[config.mk]
export PLATFORM = sky130hd
export DESIGN_NAME = cdb_arbiter
export DESIGN_NICKNAME = d
export VERILOG_FILES = /design/src/rtl/cdb_arbiter.sv
export SDC_FILE = /design/constraint.sdc
export NUM_CORES = 1
export LEC_CHECK = 0
export ABC_AREA = 1
export BUFFER_PORTS_ARGS = -buffer_cell sky130_fd_sc_hd__buf_2
export CORE_MARGIN = 2
export CORE_UTILIZATION = 50
export DETAILED_ROUTE_END_ITERATION = 6
export PLACE_DENSITY = 0.78
export SKIP_LAST_GASP = 1
export SYNTH_ARGS = -nofsm -noshare
export SYNTH_HDL_FRONTEND = slang
export SYNTH_SLANG_ARGS = --single-unit
[constraint.sdc]
create_clock -name clk -period 14.4 [get_ports clk]
set_input_delay 2.88 -clock clk [delete_from_list [all_inputs] [get_ports clk]]
set_output_delay 2.88 -clock clk [all_outputs]
set_load 0.02 [all_outputs]
[src/rtl/cdb_arbiter.sv]
// ---------------------------------------------------------------------------
// cdb_arbiter
//
// Shares NUM_PORTS common-data-bus writeback slots among NUM_REQ completion
// sources (0=ALU, 1=branch, 2=LSU). Each source hands a finished result to a
// one-entry holding buffer through a valid/ready handshake. Held results are
// granted onto CDB slots in round-robin order and broadcast to the PRF write
// ports, ROB completion inputs and dispatch wakeup logic. Results younger than
// a mispredicted branch are dropped, both from the buffers and at the input.
//
// Optional build macro:
//   CDB_STARVE_OVERRIDE_EN - per-source wait counters; a source that has
//                            waited STARVE_LIMIT cycles takes slot 0 ahead of
//                            round-robin order (lowest index wins ties).
//
// Ports:
//   clk, reset      clock, synchronous active-high reset
//   req_valid/ready per-source handshake
//   req_preg/data/rob per-source payload, source i at [i*W +: W]
//   rob_head        oldest in-flight ROB tag (reference point for age)
//   mispredict      one-cycle flush pulse, with mispredict_tag
//   cdb_valid       per-slot broadcast strobe
//   cdb_preg/data/rob per-slot broadcast payload, slot k at [k*W +: W]
//   cdb_src         per-slot granted source index (debug)
// ---------------------------------------------------------------------------
module cdb_arbiter #(
    parameter int NUM_REQ      = 3,
    parameter int NUM_PORTS    = 2,
    parameter int DATA_W       = 32,
    parameter int PREG_W       = 7,
    parameter int ROB_W        = 5,
    parameter int STARVE_LIMIT = 4,
    localparam int SRC_W       = (NUM_REQ > 1) ? $clog2(NUM_REQ) : 1
) (
    input  logic                        clk,
    input  logic                        reset,
    input  logic [NUM_REQ-1:0]          req_valid,
    output logic [NUM_REQ-1:0]          req_ready,
    input  logic [NUM_REQ*PREG_W-1:0]   req_preg,
    input  logic [NUM_REQ*DATA_W-1:0]   req_data,
    input  logic [NUM_REQ*ROB_W-1:0]    req_rob,
    input  logic [ROB_W-1:0]            rob_head,
    input  logic                        mispredict,
    input  logic [ROB_W-1:0]            mispredict_tag,
    output logic [NUM_PORTS-1:0]        cdb_valid,
    output logic [NUM_PORTS*PREG_W-1:0] cdb_preg,
    output logic [NUM_PORTS*DATA_W-1:0] cdb_data,
    output logic [NUM_PORTS*ROB_W-1:0]  cdb_rob,
    output logic [NUM_PORTS*SRC_W-1:0]  cdb_src
);

    if (NUM_PORTS < 1 || NUM_PORTS > NUM_REQ || STARVE_LIMIT < 1) begin : g_bad_params
        $error("cdb_arbiter: NUM_PORTS must be 1..NUM_REQ and STARVE_LIMIT >= 1");
    end

    // Holding buffers and arbiter state
    logic [NUM_REQ-1:0] held_valid;
    logic [PREG_W-1:0]  held_preg [NUM_REQ];
    logic [DATA_W-1:0]  held_data [NUM_REQ];
    logic [ROB_W-1:0]   held_rob  [NUM_REQ];
    logic [SRC_W-1:0]   rr_ptr;

    // Per-cycle decisions
    logic [NUM_REQ-1:0]   kill;      // held entry is on the wrong path
    logic [NUM_REQ-1:0]   in_kill;   // incoming entry is on the wrong path
    logic [NUM_REQ-1:0]   granted;
    logic [NUM_REQ-1:0]   accept;
    logic [NUM_PORTS-1:0] slot_valid;
    logic [SRC_W-1:0]     slot_src [NUM_PORTS];
    logic                 any_grant;
    logic [SRC_W-1:0]     last_src;

    // Distance from the ROB head; the subtraction wraps in ROB_W bits, so a
    // larger value always means younger regardless of tag wrap-around.
    function automatic logic [ROB_W-1:0] rob_age(input logic [ROB_W-1:0] tag,
                                                 input logic [ROB_W-1:0] head);
        return tag - head;
    endfunction

    always_comb begin
        // NOTE: every signal written here gets a default first, so no path can
        // leave it unassigned and infer a latch.
        kill    = '0;
        in_kill = '0;
        for (int i = 0; i < NUM_REQ; i++) begin
            kill[i]    = mispredict && held_valid[i] &&
                         (rob_age(held_rob[i], rob_head) > rob_age(mispredict_tag, rob_head));
            in_kill[i] = mispredict &&
                         (rob_age(req_rob[i*ROB_W +: ROB_W], rob_head) >
                          rob_age(mispredict_tag, rob_head));
        end
    end

`ifdef CDB_STARVE_OVERRIDE_EN
    localparam int CNT_W = $clog2(STARVE_LIMIT + 1);

    logic [CNT_W-1:0]   wait_cnt [NUM_REQ];
    logic [NUM_REQ-1:0] starved;

    always_comb begin
        starved = '0;
        for (int i = 0; i < NUM_REQ; i++) begin
            starved[i] = (wait_cnt[i] == CNT_W'(STARVE_LIMIT));
        end
    end

    // Counts cycles a live entry sits un-granted; saturates at the limit.
    always_ff @(posedge clk) begin
        for (int i = 0; i < NUM_REQ; i++) begin
            if (reset || !held_valid[i] || granted[i] || kill[i]) begin
                wait_cnt[i] <= '0;
            end else if (!starved[i]) begin
                wait_cnt[i] <= wait_cnt[i] + 1'b1;
            end
        end
    end
`endif

    // Grant: each eligible source's slot number is its rank in scan order
    // (distance from rr_ptr), offset by one when a starved source holds slot 0.
    always_comb begin
        int                 pos  [NUM_REQ];
        int                 rank [NUM_REQ];
        int                 best;
        logic [NUM_REQ-1:0] eligible;
        logic [NUM_REQ-1:0] starve_sel;

        eligible   = held_valid & ~kill & {NUM_REQ{~reset}};
        starve_sel = '0;
`ifdef CDB_STARVE_OVERRIDE_EN
        // Walk downward so the lowest starved index is the one left selected.
        for (int i = NUM_REQ - 1; i >= 0; i--) begin
            if (eligible[i] && starved[i]) begin
                starve_sel    = '0;
                starve_sel[i] = 1'b1;
            end
        end
`endif
        for (int i = 0; i < NUM_REQ; i++) begin
            pos[i] = i - int'(rr_ptr);
            if (pos[i] < 0) pos[i] = pos[i] + NUM_REQ;
        end

        for (int i = 0; i < NUM_REQ; i++) begin
            rank[i] = 0;
            if (!starve_sel[i]) begin
                if (starve_sel != '0) rank[i] = 1;
                for (int j = 0; j < NUM_REQ; j++) begin
                    if (j != i && eligible[j] && !starve_sel[j] && pos[j] < pos[i]) begin
                        rank[i] = rank[i] + 1;
                    end
                end
            end
        end

        granted  = '0;
        best     = -1;
        last_src = '0;
        for (int i = 0; i < NUM_REQ; i++) begin
            if (eligible[i] && rank[i] < NUM_PORTS) begin
                granted[i] = 1'b1;
                if (rank[i] > best) begin
                    best     = rank[i];
                    last_src = SRC_W'(i);
                end
            end
        end
        any_grant = |granted;

        slot_valid = '0;
        for (int k = 0; k < NUM_PORTS; k++) begin
            slot_src[k] = '0;
            for (int i = 0; i < NUM_REQ; i++) begin
                if (granted[i] && rank[i] == k) begin
                    slot_valid[k] = 1'b1;
                    slot_src[k]   = SRC_W'(i);
                end
            end
        end
    end

    // Broadcast and handshake outputs
    always_comb begin
        cdb_valid = slot_valid;
        cdb_preg  = '0;
        cdb_data  = '0;
        cdb_rob   = '0;
        cdb_src   = '0;
        for (int k = 0; k < NUM_PORTS; k++) begin
            if (slot_valid[k]) begin
                cdb_preg[k*PREG_W +: PREG_W] = held_preg[slot_src[k]];
                cdb_data[k*DATA_W +: DATA_W] = held_data[slot_src[k]];
                cdb_rob[k*ROB_W +: ROB_W]    = held_rob[slot_src[k]];
                cdb_src[k*SRC_W +: SRC_W]    = slot_src[k];
            end
        end
        // A buffer being drained this cycle can take a new entry at the same edge.
        req_ready = reset ? '1 : (~held_valid | granted);
        accept    = req_valid & req_ready & {NUM_REQ{~reset}};
    end

    // NOTE: sequential state uses non-blocking assignments so every register
    // samples pre-edge values, independent of statement order.
    always_ff @(posedge clk) begin
        if (reset) begin
            held_valid <= '0;
            rr_ptr     <= '0;
        end else begin
            for (int i = 0; i < NUM_REQ; i++) begin
                if (accept[i]) begin
                    // A wrong-path arrival is consumed but not kept.
                    held_valid[i] <= !in_kill[i];
                end else if (granted[i] || kill[i]) begin
                    held_valid[i] <= 1'b0;
                end
            end
            if (any_grant) begin
                rr_ptr <= (int'(last_src) == NUM_REQ - 1) ? '0 : last_src + 1'b1;
            end
        end
    end

    // NOTE: payload registers carry no reset; held_valid alone qualifies them
    // and the outputs are masked to zero whenever a slot is unused.
    always_ff @(posedge clk) begin
        for (int i = 0; i < NUM_REQ; i++) begin
            if (accept[i] && !in_kill[i]) begin
                held_preg[i] <= req_preg[i*PREG_W +: PREG_W];
                held_data[i] <= req_data[i*DATA_W +: DATA_W];
                held_rob[i]  <= req_rob[i*ROB_W +: ROB_W];
            end
        end
    end

endmodule

# Word-level counts from Yosys, hierarchy flattened
# Memory sizes are Yosys's and may differ from the RTL's.
# Cells that the tools add are included.
word_totals:
  memories: 3
  wordCells: 149
  input_bits: 148
  out_inout_bits: 97
  regBits: 5
  ramBits: 132
op_classes:
  mux: 52
  n_addsub: 17
  bitwise: 8
  n_reduce_logical: 40
  eq_ne: 4
  magnitude_cmp: 21
memory_table:
  columns: ["name", "words", "width", "read_ports", "rd_ports_with_merged_regs", "wr", "line_no", "source"]
  rows:
  - ["held_data", 3, 32, 2, 0, 3, "59", "logic [DATA_W-1:0] held_data [NUM_REQ];"]
  - ["held_preg", 3, 7, 2, 0, 3, "58", "logic [PREG_W-1:0] held_preg [NUM_REQ];"]
  - ["held_rob", 3, 5, 5, 0, 3, "60", "logic [ROB_W-1:0] held_rob [NUM_REQ];"]
op_table:
  columns: ["operator", "count"]
  rows:
  - ["$mux W32", 12]
  - ["$lt A32 B32 Y1", 6]
  - ["$add A32 B2 Y32 const B", 3]
  - ["$eq A32 B2 Y1 const B", 3]
  - ["$logic_not A32 Y1", 3]
  - ["$lt A32 B3 Y1 const B", 3]
  - ["$gt A32 B32 Y1", 2]
  - ["$sub A5 B5 Y5", 7]
  - ["$gt A32 B1 Y1 const B", 1]
  - ["$gt A5 B5 Y1", 6]
  - ["$mux W1", 28]
  - ["$logic_and A1 B1 Y1", 27]
  - ["$mux W2", 7]
  - ["$mux W7", 2]
  - ["$add A3 B3 Y4 const B", 3]
  - ["$and A3 B3 Y3", 4]
  - ["$mux W5", 2]
  - ["$lt A3 B1 Y1 const B", 3]
  - ["$not A3 Y3", 2]
  - ["$reduce_bool A2 Y1", 3]
  - ["$sub A1 B2 Y3 const A", 2]
  - ["$logic_not A1 Y1", 3]
  - ["$logic_or A1 B1 Y1", 3]
  - ["$mux W3", 1]
  - ["6 further kinds", 6]

# Logic depth before layout (Yosys ltp)
# An unclocked memory read counts as a cell.
depth:
  ltp_word: 22
  mapped_depth: 35
  ltp_nobuf: 35

# Least setup slack after synthesis
# Ideal clock, no wire load.
synth_path:
  kind: "input to output"
  from: "input rob_head[1]"
  to: "output cdb_data[0]"
  cell_stages: 22
  path_slack_ns: 5.238
  arrival_time_ns: 6.282
  cell_sequence: "inv_1 > fa_1 > a21oi_1 > nor2_1 > nor2_1 > xor2_1 > ha_1 > nand3_1 > nor2_1 > nor2_1 > nand2_2 > nand2_1 > inv_1 > nand2_1 > inv_1 > ha_1 > inv_1 > nand4_4 > a21oi_4 > buf_6 > nand2_1 > nand2_1"
synth_via:
  elab_chain_cells: 18
  elab_cells_between_ends: 50
  classes_between: "7 x add/sub; 6 x order compare; 15 x mux; 3 x bitwise; 18 x reduce/logical; 1 x memory"
synth_rtl:
  columns: ["item", "line_no", "source"]
  rows:
  - ["start, declared", "42", "input logic [ROB_W-1:0] rob_head,"]
  - ["$sub A5 B5 Y5", "77", "return tag - head;"]
  - ["$gt A5 B5 Y1", "87", "(rob_age(held_rob[i], rob_head) > rob_age(mispredict_tag, rob_head));"]
  - ["$logic_and A1 B1 Y1", "86", "kill[i] = mispredict && held_valid[i] &&"]
  - ["$not A3 Y3 (*)", "128", "eligible = held_valid & ~kill & {NUM_REQ{~reset}};"]
  - ["$and A3 B3 Y3 (*) (2 in a row)", "128", null]
  - ["$logic_and A1 B1 Y1", "149", "if (j != i && eligible[j] && !starve_sel[j] && pos[j] < pos[i]) begin"]
  - ["$mux W1", "149", null]
  - ["$add A32 B2 Y32", "150", "rank[i] = rank[i] + 1;"]
  - ["$mux W32", "149", null]
  - ["$lt A32 B3 Y1", "160", "if (eligible[i] && rank[i] < NUM_PORTS) begin"]
  - ["$logic_and A1 B1 Y1", "160", null]
  - ["$mux W1", "160", null]
  - ["$logic_and A1 B1 Y1", "174", "if (granted[i] && rank[i] == k) begin"]
  - ["$mux W1", "174", null]
  - ["$mux W2 or $mux W1 (tied branches)", "174", null]
  - ["$mem_v2 Z3 W32 or $mux W1 (tied branches)", null, null]
  - ["$mux W32 (*)", "190", "if (slot_valid[k]) begin"]
  - ["end, declared", "47", "output logic [NUM_PORTS*DATA_W-1:0] cdb_data,"]
# Every way passes the cells marked *; elsewhere a longest branch is shown, timed or not.

# Final worst setup path
layout_path:
  from: "input mispredict_tag[0]"
  to: "output cdb_data[29]"
layout_via:
  elab_chain_cells: 18
  elab_cells_between_ends: 47
  classes_between: "4 x add/sub; 6 x order compare; 15 x mux; 3 x bitwise; 18 x reduce/logical; 1 x memory"
layout_rtl:
  columns: ["item", "line_no", "source"]
  rows:
  - ["start, declared", "44", "input logic [ROB_W-1:0] mispredict_tag,"]
  - ["$sub A5 B5 Y5 (*)", "77", null]
  - ["$gt A5 B5 Y1", "87", null]
  - ["$logic_and A1 B1 Y1", "86", null]
  - ["$not A3 Y3 (*)", "128", null]
  - ["$and A3 B3 Y3 (*) (2 in a row)", "128", null]
  - ["$logic_and A1 B1 Y1", "149", null]
  - ["$mux W1", "149", null]
  - ["$add A32 B2 Y32", "150", null]
  - ["$mux W32", "149", null]
  - ["$lt A32 B3 Y1", "160", null]
  - ["$logic_and A1 B1 Y1", "160", null]
  - ["$mux W1", "160", null]
  - ["$logic_and A1 B1 Y1", "174", null]
  - ["$mux W1", "174", null]
  - ["$mux W2 or $mux W1 (tied branches)", "174", null]
  - ["$mem_v2 Z3 W32 or $mux W1 (tied branches)", null, null]
  - ["$mux W32 (*)", "190", null]
# Marked as above.

==> flow_summary.json <==
{
  "status": "completed",
  "synth_area_um2": 8630,
  "clock_skew_ns": 0.0109,
  "post_cts_buffers": 0,
  "antenna_left": 0,
  "drtIter0Drc": 545,
  "relSlewSlack_pct": 24.6,
  "yosysTopAreaCell": "edfxtp_1",
  "crit_top_cell": "nor2_1",
  "synth_edf_count": 132,
  "insertion_delay_ns": 0.42,
  "ys_warn_count": 0,
  "clk_pin_slew_ns": 0.06,
  "dr.pass1.iters": 5,
  "cts_buffer_depth": 2,
  "crit_buf_inv": 7,
  "ctsResizeCount": 0,
  "core_um2": 17100,
  "crit_start": "mispredict_tag[0]",
  "postLayoutCoreUtil_pct": 61.7,
  "pre_cts_slack_ns": 3.50,
  "yosys.cell_count.top_type": "nand2_1",
  "final_nets": 1469,
  "worst_pin_slew_ns": 1.13,
  "drc": 0,
  "finalHoldViolations": 0,
  "crit_fanout": 31,
  "antenna_found_initial": 1,
  "gr-total-overflow": 0,
  "arrival_ns": 8.05,
  "htree_levels": 4,
  "cp-end-kind": "primary output",
  "critPathMaxStageDelay_ns": 0.54,
  "place_inst": 1459,
  "avgViaCountPerCell": 5.17,
  "cts_root_buf": "clkbuf_16",
  "cts_buffers": 17,
  "synthTopCellsByCount": "nand2_1, edfxtp_1, inv_1, o21ai_0, ha_1",
  "die_y_um": 135,
  "grt_usage_pct": 26.2,
  "hold_path_class": "reg2reg",
  "slew_viol_final": 0,
  "drive_above_1_share_pct": 23.9,
  "synth_seq_cells": 137,
  "start_util_pct": 50.4,
  "netlist.area_leader.share_pct": 45.9,
  "synthesis.nets": 1235,
  "final.setup.tns_ns": 0,
  "min_period_over_period_pct": 75.9,
  "drv_cap": 0,
  "placed_area_um2": 9970,
  "n_fill_cell": 1478,
  "grt_max_degree": 92,
  "syn_inst": 1019,
  "fin_cells": 1494,
  "holdWs_ns": 0.550,
  "postSynthAreaPerCell_um2": 8.47,
  "synth_flop_cell": "edfxtp_1",
  "ys_top_cells_by_area": "edfxtp_1, nand2_1, ha_1, o21ai_0, inv_1",
  "critPathLaunchType": "input port",
  "power.density_nw_per_um2": 115,
  "crit_required_ns": 11.52,
  "ir_worst_vdd_mv": 0.0863,
  "area_growth_pct": 22.3,
  "ios": 245,
  "worst_slack_ns": 3.47,
  "grt_pass1_vias": 7461,
  "criticalPathCategory": "in2out",
  "hp-start": "rr_ptr[0]",
  "p_leak_nw": 5.40,
  "routabilityCongestion": 0.896,
  "setup_viol": 0,
  "fin_area_um2": 10600,
  "post_drt_wl_per_cell_um": 15.9,
  "die_area_um2": 18300,
  "total_power_mw": 1.22,
  "fp.dieW_um": 135,
  "cpMaxStageDelayCell": "nor2_4",
  "rsz0062_at_grt": "no",
  "synth-seq-area-share_pct": 47.1,
  "routed_wl_mm": 23.8,
  "hpwl_mm": 17.1,
  "yosys.cell_types.count": 34,
  "critPathTopFamily": "simple AND/OR/NAND/NOR gates",
  "cts_hold_buf": 0,
  "grt_pass1_wl_mm": 37.1,
  "synthArstFlopShare_pct": 0,
  "io_buffers": 244,
  "cts.sinks": 137,
  "rows": 48,
  "cts_tree": "built",
  "worst_r2r_startpoint": "held_rob[2][0]",
  "clock.fmax_mhz": 91.5,
  "vias": 7720,
  "fin_crit_ns": 10.93
}
[registers in the layout, summed over array words and instances, names as in the netlist]
signal	count
rr_ptr	2
held_data	96
held_valid	3
held_preg	21
held_rob	15
[path summary, 6_finish.rpt]
check                  to  slack [ns]  depth (start not counted)
max          cdb_data[29]        3.47                         26
min             rr_ptr[0]        0.55                          2
max reg2reg     rr_ptr[0]        9.29                         31
min reg2reg     rr_ptr[0]        0.55                          2
[power breakdown]
group          internal [mW]  switching (mW)
logic                  0.103           0.194
registers              0.477          0.0144
clock network          0.244           0.185
[worst register-to-register path, delay by kind of cell, from the launching register on]
kind                       cells  cell delay [ns]
adders and majority gates      6             1.55
buffers and inverters          3             0.28
AOI/OAI and AO/OA              5             0.49
xor gates and xnor gates       1             0.26
DFF                            1             0.47
and+or+nand+nor               16             1.93
[layer usage]
metal | share of wire [%] | vias to the layer above | track usage (%)
li1 | - | 3821 | -
met1 | 42 | 3525 | 33.1
met2 | 48 | 320 | 44.2
met3 | 7.0 | 54 | 5.05
met4 | 3.4 | 0 | 11.1
met5 | 0 | - | 0
[layout by cell type, fill, tap and decap left out, types with 2 or more instances in the layout]
cell	netlist	final
nor2_4	2	4
xnor2_1	8	8
edfxtp_1	132	132
dfxtp_1	5	5
xor2_1	19	19
or2_2	2	2
buf_4	0	8
diode_2	0	3
ha_1	61	61
buf_2	20	244
o21ai_1	7	7
a21oi_1	28	28
o211ai_1	2	2
inv_6	0	4
o21bai_1	3	3
nand4_1	9	9
a21oi_4	2	2
nand2_1	420	420
fa_1	7	7
o22ai_1	2	2
nand3_1	33	33
clkinvlp_4	0	5
clkbuf_16	0	17
o21ai_0	88	88
nand4_4	2	2
nor2_1	33	31
nand2_2	5	5
inv_8	0	4
inv_1	103	102
[kinds of logic after synthesis]
family / synth area share (%)
simple gates: 23.9
buf+inv: 7.25
fa+ha+maj: 10.5
compound gates: 8.54
xor+xnor: 2.74
flops: 47.1
[cell type report]
| cell class | instances | area (µm²) | share of cell area, % |
|---|---|---|---|
| Antenna cell | 3 | 7.51 | 0.0711 |
| Clock inverter | 15 | 156 | 1.48 |
| Inverter | 103 | 387 | 3.66 |
| Clock buffer | 17 | 425 | 4.03 |
| Timing Repair Buffer | 252 | 1280 | 12.1 |
| Sequential cell | 137 | 4060 | 38.5 |
| Tap cell | 225 | 282 | 2.67 |
| Multi-Input combinational cell | 742 | 3960 | 37.5 |
Note: power is estimated with default switching activity, not from simulation.
